===== config.mk =====
export PLATFORM = sky130hd
export DESIGN_NAME = axi4lite_slave_regs_flat
export DESIGN_NICKNAME = d
export VERILOG_FILES = /design/src/rtl/axi4lite_slave_regs_if.sv /design/src/rtl/axi4lite_slave_regs.sv /design/src/flat_wrapper.sv
export SDC_FILE = /design/constraint.sdc
export NUM_CORES = 1
export LEC_CHECK = 0
export ABC_AREA = 0
export ABC_CLOCK_PERIOD_IN_PS = 5400
export CAP_MARGIN = 0
export CORE_MARGIN = 10
export CORE_UTILIZATION = 50
export CTS_CLUSTER_SIZE = 16
export DETAILED_ROUTE_END_ITERATION = 6
export GPL_TIMING_DRIVEN = 0
export PLACE_DENSITY = 0.81
export SYNTH_ARGS = -nofsm -noshare
export SYNTH_HDL_FRONTEND = slang
export SYNTH_SLANG_ARGS = --single-unit

===== constraint.sdc =====
create_clock -name A_CLK -period 5.4 [get_ports A_CLK]
set_input_delay 1.62 -clock A_CLK [delete_from_list [all_inputs] [get_ports A_CLK]]
set_output_delay 1.62 -clock A_CLK [all_outputs]
set_load 0.02 [all_outputs]

===== src/rtl/axi4lite_slave_regs_if.sv =====
// AXI4-Lite bus bundle (AW/W/B/AR/R channels) with master and slave views.
// Pure wiring with no latency and no storage; the channel VALID/READY pairs carry the backpressure.
interface axi4lite #(
    parameter int AXI_ADDR_WIDTH = 32,
    parameter int AXI_DATA_WIDTH = 32,
    parameter int AXI_STRB_WIDTH = 4
);
    logic                      AW_VALID;
    logic [AXI_ADDR_WIDTH-1:0] AW_ADDR;
    logic [2:0]                AW_PROT;
    logic                      AW_READY;
    logic                      W_VALID;
    logic [AXI_DATA_WIDTH-1:0] W_DATA;
    logic [AXI_STRB_WIDTH-1:0] W_STRB;
    logic                      W_READY;
    logic                      B_VALID;
    logic [1:0]                B_RESP;
    logic                      B_READY;
    logic                      AR_VALID;
    logic [AXI_ADDR_WIDTH-1:0] AR_ADDR;
    logic [2:0]                AR_PROT;
    logic                      AR_READY;
    logic                      R_VALID;
    logic [AXI_DATA_WIDTH-1:0] R_DATA;
    logic [1:0]                R_RESP;
    logic                      R_READY;

    modport master (
        output AW_VALID, AW_ADDR, AW_PROT, W_VALID, W_DATA, W_STRB, B_READY,
               AR_VALID, AR_ADDR, AR_PROT, R_READY,
        input  AW_READY, W_READY, B_VALID, B_RESP, AR_READY, R_VALID, R_DATA, R_RESP
    );

    modport slave (
        input  AW_VALID, AW_ADDR, AW_PROT, W_VALID, W_DATA, W_STRB, B_READY,
               AR_VALID, AR_ADDR, AR_PROT, R_READY,
        output AW_READY, W_READY, B_VALID, B_RESP, AR_READY, R_VALID, R_DATA, R_RESP
    );
endinterface


===== src/rtl/axi4lite_slave_regs.sv =====
// AXI4-Lite register file: reg 0 is a read-only ID, regs 1..NUM_REGS-1 are byte-strobed RW.
// Write commits on the second AW/W handshake with B the same edge; read data is 1 cycle after AR.
// B and R hold until READY; no new AW/W in W_RESP, no AR in R_RESP. AXI_SLV_PROT_CHECK_EN rejects PROT[0]=0.
module axi4lite_slave_regs #(
    parameter int          NUM_REGS       = 8,
    parameter logic [31:0] ID_VALUE       = 32'hA41E_0001,
    parameter int          AXI_ADDR_WIDTH = 32,
    parameter int          AXI_DATA_WIDTH = 32,
    parameter int          AXI_STRB_WIDTH = 4
) (
    input  logic                             A_CLK,
    input  logic                             A_RSTn,
    axi4lite.slave                           s_axi,
    output logic [NUM_REGS*AXI_DATA_WIDTH-1:0] REGS_Q
);
    localparam int         IDX_W       = $clog2(NUM_REGS);
    localparam logic [1:0] RESP_OKAY   = 2'b00;
    localparam logic [1:0] RESP_SLVERR = 2'b10;

    typedef enum logic [1:0] {W_IDLE, W_ADDR, W_DATA, W_RESP} wstate_t;
    typedef enum logic       {R_IDLE, R_RESP} rstate_t;

    wstate_t                   r_wstate, w_wstate_nxt;
    rstate_t                   r_rstate, w_rstate_nxt;
    logic [AXI_ADDR_WIDTH-1:0] r_aw_addr;
    logic [2:0]                r_aw_prot;
    logic [AXI_DATA_WIDTH-1:0] r_w_data;
    logic [AXI_STRB_WIDTH-1:0] r_w_strb;
    logic [1:0]                r_bresp;
    logic [1:0]                r_rresp;
    logic [AXI_DATA_WIDTH-1:0] r_rdata;
    logic [AXI_DATA_WIDTH-1:0] r_regs [NUM_REGS];

    logic                      w_commit, w_ar_hs;
    logic [AXI_ADDR_WIDTH-1:0] w_wr_addr;
    logic [2:0]                w_wr_prot;
    logic [AXI_DATA_WIDTH-1:0] w_wr_data;
    logic [AXI_STRB_WIDTH-1:0] w_wr_strb;
    logic [IDX_W-1:0]          w_wr_idx, w_rd_idx;
    logic                      w_wr_priv, w_rd_priv, w_wr_ok, w_rd_ok;
    logic                      w_unused;

    function automatic logic in_range(input logic [AXI_ADDR_WIDTH-1:0] a);
        return (a >> (IDX_W + 2)) == '0;
    endfunction

    // Whichever half arrived first is held; the other comes straight off the bus.
    assign w_wr_addr = (r_wstate == W_ADDR) ? r_aw_addr : s_axi.AW_ADDR;
    assign w_wr_prot = (r_wstate == W_ADDR) ? r_aw_prot : s_axi.AW_PROT;
    assign w_wr_data = (r_wstate == W_DATA) ? r_w_data  : s_axi.W_DATA;
    assign w_wr_strb = (r_wstate == W_DATA) ? r_w_strb  : s_axi.W_STRB;
    assign w_wr_idx  = w_wr_addr[IDX_W+1:2];
    assign w_rd_idx  = s_axi.AR_ADDR[IDX_W+1:2];

`ifdef AXI_SLV_PROT_CHECK_EN
    assign w_wr_priv = w_wr_prot[0];
    assign w_rd_priv = s_axi.AR_PROT[0];
    assign w_unused  = ^{w_wr_prot[2:1], s_axi.AR_PROT[2:1]};
`else
    assign w_wr_priv = 1'b1;
    assign w_rd_priv = 1'b1;
    assign w_unused  = ^{w_wr_prot, s_axi.AR_PROT};
`endif

    assign w_wr_ok = in_range(w_wr_addr) && (w_wr_idx != '0) && w_wr_priv;
    assign w_rd_ok = in_range(s_axi.AR_ADDR) && w_rd_priv;

    always_ff @(posedge A_CLK or negedge A_RSTn) begin
        if (!A_RSTn) begin
            r_wstate <= W_IDLE;
            r_rstate <= R_IDLE;
        end else begin
            r_wstate <= w_wstate_nxt;
            r_rstate <= w_rstate_nxt;
        end
    end

    always_comb begin
        w_wstate_nxt   = r_wstate;
        w_commit       = 1'b0;
        s_axi.AW_READY = (r_wstate == W_IDLE) || (r_wstate == W_DATA);
        s_axi.W_READY  = (r_wstate == W_IDLE) || (r_wstate == W_ADDR);
        s_axi.B_VALID  = (r_wstate == W_RESP);
        case (r_wstate)
            W_IDLE: begin
                if (s_axi.AW_VALID && s_axi.W_VALID) begin
                    w_wstate_nxt = W_RESP;
                    w_commit     = 1'b1;
                end else if (s_axi.AW_VALID) begin
                    w_wstate_nxt = W_ADDR;
                end else if (s_axi.W_VALID) begin
                    w_wstate_nxt = W_DATA;
                end
            end
            W_ADDR: if (s_axi.W_VALID) begin
                w_wstate_nxt = W_RESP;
                w_commit     = 1'b1;
            end
            W_DATA: if (s_axi.AW_VALID) begin
                w_wstate_nxt = W_RESP;
                w_commit     = 1'b1;
            end
            W_RESP: if (s_axi.B_READY) w_wstate_nxt = W_IDLE;
            default: w_wstate_nxt = W_IDLE;
        endcase
    end

    always_comb begin
        w_rstate_nxt   = r_rstate;
        s_axi.AR_READY = (r_rstate == R_IDLE);
        s_axi.R_VALID  = (r_rstate == R_RESP);
        w_ar_hs        = (r_rstate == R_IDLE) && s_axi.AR_VALID;
        case (r_rstate)
            R_IDLE:  if (s_axi.AR_VALID) w_rstate_nxt = R_RESP;
            R_RESP:  if (s_axi.R_READY)  w_rstate_nxt = R_IDLE;
            default: w_rstate_nxt = R_IDLE;
        endcase
    end

    always_ff @(posedge A_CLK or negedge A_RSTn) begin
        if (!A_RSTn) begin
            r_aw_addr <= '0;
            r_aw_prot <= '0;
            r_w_data  <= '0;
            r_w_strb  <= '0;
            r_bresp   <= RESP_OKAY;
        end else begin
            if (s_axi.AW_VALID && s_axi.AW_READY) begin
                r_aw_addr <= s_axi.AW_ADDR;
                r_aw_prot <= s_axi.AW_PROT;
            end
            if (s_axi.W_VALID && s_axi.W_READY) begin
                r_w_data <= s_axi.W_DATA;
                r_w_strb <= s_axi.W_STRB;
            end
            if (w_commit) r_bresp <= w_wr_ok ? RESP_OKAY : RESP_SLVERR;
        end
    end

    always_ff @(posedge A_CLK or negedge A_RSTn) begin
        if (!A_RSTn) begin
            for (int i = 0; i < NUM_REGS; i++) r_regs[i] <= '0;
        end else if (w_commit && w_wr_ok) begin
            for (int k = 0; k < AXI_STRB_WIDTH; k++) begin
                if (w_wr_strb[k]) r_regs[w_wr_idx][8*k +: 8] <= w_wr_data[8*k +: 8];
            end
        end
    end

    // Reads sample the array before any same-edge write lands, so they see the old value.
    always_ff @(posedge A_CLK or negedge A_RSTn) begin
        if (!A_RSTn) begin
            r_rdata <= '0;
            r_rresp <= RESP_OKAY;
        end else if (w_ar_hs) begin
            if (!w_rd_ok) begin
                r_rdata <= '0;
                r_rresp <= RESP_SLVERR;
            end else begin
                r_rdata <= (w_rd_idx == '0) ? ID_VALUE : r_regs[w_rd_idx];
                r_rresp <= RESP_OKAY;
            end
        end
    end

    assign s_axi.B_RESP = r_bresp;
    assign s_axi.R_DATA = r_rdata;
    assign s_axi.R_RESP = r_rresp;

    for (genvar gi = 0; gi < NUM_REGS; gi++) begin : g_regs_q
        assign REGS_Q[AXI_DATA_WIDTH*gi +: AXI_DATA_WIDTH] = r_regs[gi];
    end
endmodule


===== src/flat_wrapper.sv =====
// flat-port wrapper written by rule: the top's interface ports become plain ports
module axi4lite_slave_regs_flat 
#(
    parameter int          NUM_REGS       = 8,
    parameter logic [31:0] ID_VALUE       = 32'hA41E_0001,
    parameter int          AXI_ADDR_WIDTH = 32,
    parameter int          AXI_DATA_WIDTH = 32,
    parameter int          AXI_STRB_WIDTH = 4
)
  (A_CLK, A_RSTn, REGS_Q, s_axi_AW_VALID, s_axi_AW_ADDR, s_axi_AW_PROT, s_axi_W_VALID, s_axi_W_DATA, s_axi_W_STRB, s_axi_B_READY, s_axi_AR_VALID, s_axi_AR_ADDR, s_axi_AR_PROT, s_axi_R_READY, s_axi_AW_READY, s_axi_W_READY, s_axi_B_VALID, s_axi_B_RESP, s_axi_AR_READY, s_axi_R_VALID, s_axi_R_DATA, s_axi_R_RESP);
  axi4lite #(.AXI_ADDR_WIDTH(AXI_ADDR_WIDTH), .AXI_DATA_WIDTH(AXI_DATA_WIDTH), .AXI_STRB_WIDTH(AXI_STRB_WIDTH)) s_axi_i ();
  input  logic A_CLK;
  input  logic A_RSTn;
  output logic [NUM_REGS*AXI_DATA_WIDTH-1:0] REGS_Q;
  input wire logic [$bits(s_axi_i.AW_VALID)-1:0] s_axi_AW_VALID;
  input wire logic [$bits(s_axi_i.AW_ADDR)-1:0] s_axi_AW_ADDR;
  input wire logic [$bits(s_axi_i.AW_PROT)-1:0] s_axi_AW_PROT;
  input wire logic [$bits(s_axi_i.W_VALID)-1:0] s_axi_W_VALID;
  input wire logic [$bits(s_axi_i.W_DATA)-1:0] s_axi_W_DATA;
  input wire logic [$bits(s_axi_i.W_STRB)-1:0] s_axi_W_STRB;
  input wire logic [$bits(s_axi_i.B_READY)-1:0] s_axi_B_READY;
  input wire logic [$bits(s_axi_i.AR_VALID)-1:0] s_axi_AR_VALID;
  input wire logic [$bits(s_axi_i.AR_ADDR)-1:0] s_axi_AR_ADDR;
  input wire logic [$bits(s_axi_i.AR_PROT)-1:0] s_axi_AR_PROT;
  input wire logic [$bits(s_axi_i.R_READY)-1:0] s_axi_R_READY;
  output wire logic [$bits(s_axi_i.AW_READY)-1:0] s_axi_AW_READY;
  output wire logic [$bits(s_axi_i.W_READY)-1:0] s_axi_W_READY;
  output wire logic [$bits(s_axi_i.B_VALID)-1:0] s_axi_B_VALID;
  output wire logic [$bits(s_axi_i.B_RESP)-1:0] s_axi_B_RESP;
  output wire logic [$bits(s_axi_i.AR_READY)-1:0] s_axi_AR_READY;
  output wire logic [$bits(s_axi_i.R_VALID)-1:0] s_axi_R_VALID;
  output wire logic [$bits(s_axi_i.R_DATA)-1:0] s_axi_R_DATA;
  output wire logic [$bits(s_axi_i.R_RESP)-1:0] s_axi_R_RESP;
  assign s_axi_i.AW_VALID = s_axi_AW_VALID;
  assign s_axi_i.AW_ADDR = s_axi_AW_ADDR;
  assign s_axi_i.AW_PROT = s_axi_AW_PROT;
  assign s_axi_i.W_VALID = s_axi_W_VALID;
  assign s_axi_i.W_DATA = s_axi_W_DATA;
  assign s_axi_i.W_STRB = s_axi_W_STRB;
  assign s_axi_i.B_READY = s_axi_B_READY;
  assign s_axi_i.AR_VALID = s_axi_AR_VALID;
  assign s_axi_i.AR_ADDR = s_axi_AR_ADDR;
  assign s_axi_i.AR_PROT = s_axi_AR_PROT;
  assign s_axi_i.R_READY = s_axi_R_READY;
  assign s_axi_AW_READY = s_axi_i.AW_READY;
  assign s_axi_W_READY = s_axi_i.W_READY;
  assign s_axi_B_VALID = s_axi_i.B_VALID;
  assign s_axi_B_RESP = s_axi_i.B_RESP;
  assign s_axi_AR_READY = s_axi_i.AR_READY;
  assign s_axi_R_VALID = s_axi_i.R_VALID;
  assign s_axi_R_DATA = s_axi_i.R_DATA;
  assign s_axi_R_RESP = s_axi_i.R_RESP;
  axi4lite_slave_regs #(.NUM_REGS(NUM_REGS), .ID_VALUE(ID_VALUE), .AXI_ADDR_WIDTH(AXI_ADDR_WIDTH), .AXI_DATA_WIDTH(AXI_DATA_WIDTH), .AXI_STRB_WIDTH(AXI_STRB_WIDTH)) u_core (.A_CLK(A_CLK), .A_RSTn(A_RSTn), .s_axi(s_axi_i), .REGS_Q(REGS_Q));
endmodule

-- Yosys cells after proc, flatten, opt, wreduce, memory -nomap -nowiden
Cells that the tools add are included.
- register bits: 363
- output and inout port bits: 297
- logic and storage cells: 87
- $lt $le $gt $ge: 3
- equality and inequality tests: 7
- muxes and demuxes: 43
- bitwise logic cells: 3
- reduce and logical (&&, ||, !) cells: 15
- operators by type and width (operator ; number):
    two-way mux 256 bit ; 7
    bitwise mux 256 bit ; 4
    demux 32 bit (select 3 bit) ; 4
    two-way mux 32 bit ; 7
    binary-select mux 32 bit (select 3 bit) ; 1
    zero test 32 bit ; 2
    two-way mux 24 bit ; 1
    two-way mux 16 bit ; 1
    two-way mux 2 bit ; 8
    greater-or-equal comparator 4 bit, second input constant ; 2
    two-way mux 8 bit ; 1
    NOT 3 -> 4 bit ; 2
    one-hot mux 2 bit (4 select lines) ; 1
    logical AND 1 bit ; 7
    != test 2 bit, second input constant ; 3
    two-way mux 1 bit ; 5
    equality test 2 bit, second input constant ; 2
    less-than comparator 4 x 1 -> 1 bit, second input constant ; 1
    two-way mux 4 bit ; 1
    != test 4 bit, second input constant ; 1
    AND reduction 4 bit ; 1
    zero test 3 bit ; 1
    one-hot mux 1 bit (3 select lines) ; 1
    nonzero test 3 bit ; 1
    5 further kinds ; 6

-- Logic depth before layout (Yosys ltp)
Gate-level depths: netlist of the first run.
- word-level depth: 18
- gate-level depth with buffers: 9
- gate-level depth less buffers: 7

-- Least setup slack after synthesis of the first run
Ideal clock, no wire load.
- path kind: in2reg
- from: in s_axi_AW_ADDR[8]
- to: reg u_core.r_regs (netlist bit u_core.REGS_Q[160])
- library setup time: 0.125 ns
- arrival time: 3.537 ns
- required time: 5.275 ns
- setup slack: 1.738 ns
- cell stages on the path: 7
- buffers on the path: 2
- cell sequence: nor4_1 > nand4_1 > mux2_2 > buf_2 > buf_4 > nor3_2 > mux2_2
- cells in the longest elaborated chain, start to end: 4
- ends and longest elaborated chain (item ; line ; RTL):
    start, declared ; flat_wrapper.sv:16 ; input wire logic [$bits(s_axi_i.AW_ADDR)-1:0] s_axi_AW_ADDR;
    two-way mux 32 bit ; axi4lite_slave_regs.sv:48 ; assign w_wr_addr = (r_wstate == W_ADDR) ? r_aw_addr : s_axi.AW_ADDR;
    zero test 32 bit ; axi4lite_slave_regs.sv:44 ; return (a >> (IDX_W + 2)) == '0;
    logical AND 1 bit ; axi4lite_slave_regs.sv:65 ; assign w_wr_ok = in_range(w_wr_addr) && (w_wr_idx != '0) && w_wr_priv;
    logical AND 1 bit ; axi4lite_slave_regs.sv:143 ; end else if (w_commit && w_wr_ok) begin
    end signal, assigned by index ; axi4lite_slave_regs.sv:145 ; if (w_wr_strb[k]) r_regs[w_wr_idx][8*k +: 8] <= w_wr_data[8*k +: 8];
    end, declared ; axi4lite_slave_regs.sv:32 ; logic [AXI_DATA_WIDTH-1:0] r_regs [NUM_REGS];
No other way between the ends.
A chain may end at the register's enable or synchronous reset.

-- Final worst setup path of the first run
- from: in s_axi_AW_ADDR[25]
- to: reg u_core.r_regs (netlist bit u_core.REGS_Q[177])
The elaborated chain is that of the path after synthesis.

==> results of run 1 <==
[layer usage]
metal	vias to the layer above	global-route usage (%)	part of all wire [%]
li1	4867	-	-
met3	73	8.999	10
met5	-	0	0
met1	5860	31.96	38
met4	0	8.081	2.4
met2	453	44.27	49
[cell families (layout without fill, tap and decap cells)]
group | after synthesis | in the layout | share of synthesized area [%]
buffers and inverters | 87 | 551 | 2.221
AND/OR/NAND/NOR | 141 | 141 | 5.993
AO/OA/AOI/OAI | 68 | 68 | 2.478
flip-flops | 359 | 359 | 55.95
multiplexers | 419 | 419 | 33.02
adder cells (fa/ha/maj) | 4 | 4 | 0.3117
other | 1 | 5 | 0.02336
[critical path, delay by kind of cell]
kind,cells,cell delay [ns]
and+or+nand+nor,3,1.56
muxes,2,0.76
buffers and inverters,3,0.96
[sequential cells by signal (all words and copies together) (netlist names)]
| signal | flops |
|---|---|
| u_core.REGS_Q | 256 |
| u_core.r_w_data | 32 |
| u_core.s_axi.R_DATA | 32 |
| u_core.r_aw_addr | 30 |
| u_core.r_w_strb | 4 |
| u_core.r_wstate | 2 |
| u_core.s_axi.B_RESP | 1 |
| u_core.s_axi.R_RESP | 1 |
| u_core.s_axi.R_VALID | 1 |
[area by class of cell]
| cell class | instances | area share, % |
|---|---|---|
| well taps | 402 | 2.302 |
| diodes | 3 | 0.03436 |
| inverters | 8 | 0.1374 |
| flip-flops and latches | 359 | 41.12 |
| clock inverters | 10 | 0.7158 |
| repair buffers | 396 | 18.32 |
| clock buffers | 58 | 5.125 |
| multi-input cells | 634 | 30.75 |
| plain buffers | 79 | 1.495 |
[final timing paths]
kind,startpoint,to,slack [ns],cells past startpoint
max in group asynchronous,A_RSTn,u_core.r_aw_addr[13],3.06,2
worst max register to register,u_core.r_wstate[1],u_core.REGS_Q[177],1.83,9
worst max-delay path,s_axi_AW_ADDR[25],u_core.REGS_Q[177],0.89,8
worst min register to register,u_core.REGS_Q[19],u_core.REGS_Q[19],0.46,1
worst min-delay path,u_core.REGS_Q[19],u_core.REGS_Q[19],0.46,1
min in group asynchronous,A_RSTn,u_core.s_axi.R_DATA[14],1.19,1
[power by group through the flow]
| stage | combinational (W) | clock, W | sequential (W) |
|---|---|---|---|
| global route | 0.00160 | 0.00283 | 0.00312 |
| finish | 0.00148 | 0.00268 | 0.00310 |
| detailed placement | 0.00148 | 0 | 0.00314 |
| floorplan | 0.000994 | 0 | 0.00310 |
| CTS | 0.00149 | 0.00272 | 0.00309 |
| global placement | 0.00142 | 0 | 0.00313 |
[metrics by stage]
| step | utilization, % | total power, W | std cells |
|---|---|---|---|
| finish | 69.06 | 0.007259 | 1949 |
| global route | 69.06 | 0.007549 | 1948 |
| CTS | 69.04 | 0.007297 | 1946 |
| detailed placement | 65.01 | 0.004614 | 1878 |
| global placement | 64.82 | 0.004549 | 1876 |
| floorplan | - | 0.004090 | 1080 |
[cell usage after synthesis (12+ instances only)]
| library cell | n |
|---|---|
| mux2_2 | 318 |
| nand2_1 | 38 |
| mux2i_1 | 38 |
| nor4_1 | 15 |
| nor2_1 | 20 |
| nor4_4 | 12 |
| o21ai_0 | 37 |
| clkbuf_1 | 64 |
| nand3_1 | 20 |
| mux4_2 | 56 |
| dfrtp_1 | 359 |
| nor3_2 | 16 |
==> results.ini, run 1 <==
[worst_hold_path]
hp-class = flip-flop to flip-flop

[route]
wl_per_cell_um = 27.60
dr.pass1.iters = 5
vias = 11253
routed_via_density = 5.774
drtAntennaViolNets = 0
drc = 0
totalWireLength_mm = 53.79
drt_iter0_markers = 613

[clock_tree]
cts_buffer_depth = 3
cts_hold_buf = 0
htreeDepth = 2
cts_tree = done
cts_setup_buffers = 0
cts_made_buffers = 39
clk_pin_slew_worst_paths_ns = 0.06
postCtsResizedCells = 0
clk_latency_ns = 0.52
clock-sinks = 359
cts-root-buf = clkbuf_16

[pwr]
share_comb_of_total_power_pct = 20.4
p_sw_w = 0.002020
power_density_nw_per_um2 = 332.2
intPower_w = 0.005239
sw_frac_of_total_pct = 27.82
power.leakage_nw = 9.591
vdd_drop_max_mv = 0.2525
seq_power_share_pct = 42.6
pwr-share-clk_pct = 36.9

[sta]
slew_headroom_pct = 10.36
fin_crit_sh_pct = 83.59
finalSetupViolations = 0
worst_hold_slack_ns = 0.4569
setup_slack_ns = 0.8859
hold_viol_final = 0
clock_skew_ns = 0.01188
tns_ns = 0
clock.fmax_mhz = 221.5
slew_viol_final = 0
tightest_slew_ns = 1.337
finalCriticalPeriod_ns = 4.514
rsz0062_at_grt = false

[synthesis]
synth_edf_count = 0
yosysWarnings = 0
synthArstFlopShare_pct = 100.0
synth_cell_type_count = 41
ys_seq_area_share_pct = 55.95
synthTopCellsByArea = dfrtp_1 56%, mux2_2 22%, mux4_2 7.9%
ys_ff_latch = 359
yosysTopAreaCell = dfrtp_1
syn_area_um2 = 16060
synth_flop_cell = dfrtp_1
syn_avg_cell_area_um2 = 14.88
postSynthCellCount = 1079
synth_top_area_share_pct = 55.95

[finish]
n_fill_cell = 2217
layout.cells.most_common = clkdlybuf4s50_1
nets = 1634
ff_latch_area_um2 = 8984
drive_above_1_share_pct = 30.89
multi_input_area_um2 = 6719
area_growth_pct = 36.09
final_cell_mix = 393 x clkdlybuf4s50_1, 359 x dfrtp_1, 318 x mux2_2
fin_area_um2 = 21850

[outcome]
outcome = complete, no violations

[global_route]
grt_pass1_wl_mm = 78.15
antenna_found_initial = 3
grt_pass1_vias = 12015
grt_overflow = 0
grt_max_degree = 125
grtUsageTotal_pct = 26.57

[placement]
hpwl_mm = 39.24
dp_slack_ns = 0.3989
port_buffers = 394
gp_congestion = 0.8657
dpl_cell_area_um2 = 20570

[critical_path]
slowest_delay_ns = 1.05
critPathRequiredTime_ns = 5.80
path_max_fanout = 10
crit_arrival_ns = 4.91
worstSetupPathType = primary input to flip-flop
path_cells = clkdlybuf4s50_1 > nor4_1 > nand4_1 > mux2_2 > buf_2 > buf_4 > nor3_2 > mux2_2
crit_path_top_delay_cell = nor3_2
start_kind = primary input
crit_path_end_kind = flip-flop
crit_top_cell = mux2_2

[floorplan]
core_um2 = 31640
rows = 65
dieArea_um2 = 39680
fp.dieW_um = 199.2
top_level_ports = 410
start_util_pct = 50.75
fp.dieH_um = 199.2

[flow_run]
maxCapViolations = 0

No activity file was read; power rests on OpenSTA's default activity.
==> inputs of run 2 (changes only) <==
ABC_CLOCK_PERIOD_IN_PS = 4200   (was 5400)
CORE_UTILIZATION = 49   (was 50)
PLACE_DENSITY = 0.8   (was 0.81)
clock period = 4.2 ns   (was 5.4 ns; I/O delays follow)
==> run 2 against run 1 <==
  * Via count shrank 0.12%
  * Worst setup slack worse by 0.71 ns
  * Core utilization down 1.7 points
  * Die area up 1.8%
  * Sequential power grew 28%
  * Design area barely moved
  * Global-route usage is 0.46 points lower
  * Count of clock-buffer cells in the layout shrank 7
  * Combinational power rose by 28%
  * Clock power up 24%
  * Sequential share of layout area is essentially flat
  * Critical path type unchanged
==> results.ini, run 2 (same netlist as run 1, synthesis figures left out) <==
[floorplan]
core_um2 = 32450
rows = 66
start_util_pct = 49.47
top_level_ports = 410
fp.dieH_um = 201.0
fp.dieW_um = 201.0
dieArea_um2 = 40410

[critical_path]
critPathRequiredTime_ns = 4.61
crit_arrival_ns = 4.43
crit_path_end_kind = flip-flop
path_max_fanout = 10
worstSetupPathType = primary input to flip-flop
reg2reg_depth = 8
start_kind = primary input

[sta]
finalCriticalPeriod_ns = 4.022
fin_crit_sh_pct = 95.75
clock.fmax_mhz = 248.7
finalSetupViolations = 0
slew_viol_final = 0
hold_viol_final = 0
tightest_slew_ns = 1.300
tns_ns = 0
rsz0062_at_grt = false
slew_headroom_pct = 13.36
clock_skew_ns = 0.01290

[clock_tree]
cts_hold_buf = 0
cts_made_buffers = 38
clk_pin_slew_worst_paths_ns = 0.06
cts_setup_buffers = 0
cts_buffer_depth = 3
cts_tree = done
htreeDepth = 2
clock-sinks = 359
clk_latency_ns = 0.52
cts-root-buf = clkbuf_16
postCtsResizedCells = 0

[finish]
nets = 1634
layout.cells.most_common = clkdlybuf4s50_1
final_cell_mix = 393 x clkdlybuf4s50_1, 359 x dfrtp_1, 318 x mux2_2
utilization_pct = 67.38
area_growth_pct = 36.19
drive_above_1_share_pct = 31.24
fin_cells = 1987
largest_reg_flops = 256

[outcome]
outcome = complete, no violations

[global_route]
grt_pass1_vias = 12114
grt_max_degree = 114
antenna_found_initial = 3
grtUsageTotal_pct = 26.11
grt_overflow = 0
grt_pass1_wl_mm = 80.23

[worst_hold_path]
min_path_cells = 1
hp-class = flip-flop to flip-flop

[route]
totalWireLength_mm = 53.47
drtAntennaViolNets = 0
wl_per_cell_um = 26.91
dr.pass1.iters = 5
drt_iter0_markers = 573
drc = 0
routed_via_density = 5.657
vias = 11240

[pwr]
vdd_drop_max_mv = 0.3650
power.leakage_nw = 9.589
power_density_nw_per_um2 = 420.8

[placement]
placed_cells_incl_taps = 1919
hpwl_mm = 38.89
port_buffers = 394
gp_congestion = 0.8604

[flow_run]
maxCapViolations = 0

[run 2: worst max-delay path, stage by stage]
cell and delay (ns):
clkdlybuf4s50_1 0.42, nor4_1 0.39, nand4_1 0.13, mux2_2 0.31
clkbuf_1 0.37, nor3_2 1.10, mux2_2 0.43
[run 2: power by group]
part | switching, W | internal (W)
Combinational | 0.00106 | 0.000846
Clock | 0.00136 | 0.00196
Sequential | 0.000174 | 0.00380
Total | 0.00259 | 0.00661
[run 2: layout make-up]
| cell class | count | area [um2] |
|---|---|---|
| well taps | 442 | 553.0 |
| diodes | 2 | 5.005 |
| multi-input cells | 634 | 6719 |
| clock inverters | 15 | 156.4 |
| clock buffers | 51 | 1061 |
| plain buffers | 79 | 326.6 |
| repair buffers | 397 | 4031 |
| inverters | 8 | 30.03 |
| fillers | 2329 | 10590 |
| flip-flops and latches | 359 | 8984 |
[run 2: metal layers]
layer  vias up  share of wire, %  global-route usage (%)
met5         -             0.024                       0
met4         2               2.4                   6.897
met3        77               8.1                   8.440
met2       396                48                   42.95
met1      5907                41                   32.56
li1       4858                 -                       -
[run 2: final timing paths]
check	startpoint	endpoint	slack, ns
hold / removal	u_core.REGS_Q[17]	u_core.REGS_Q[17]	0.45
hold reg to reg	u_core.REGS_Q[17]	u_core.REGS_Q[17]	0.45
setup / recovery	s_axi_AW_ADDR[24]	u_core.REGS_Q[47]	0.18
max in group asynchronous	A_RSTn	u_core.r_aw_addr[23]	2.20
setup reg to reg	u_core.r_wstate[1]	u_core.REGS_Q[142]	0.71
min in group asynchronous	A_RSTn	u_core.REGS_Q[16]	0.61
[run 2: metrics by stage]
step	worst slack [ns]	hold WS, ns	cell area, um2	total power, W
2_1_floorplan	0.8979	0.4723	16060	0.005259
3_3_place_gp	-13.77	0.4388	20560	0.005855
3_5_place_dp	-0.3527	0.4462	20640	0.005929
4_1_cts	0.1675	0.4589	21860	0.009262
5_1_grt	0.07568	0.4795	21870	0.009585
6_report	0.1785	0.4530	21870	0.009200
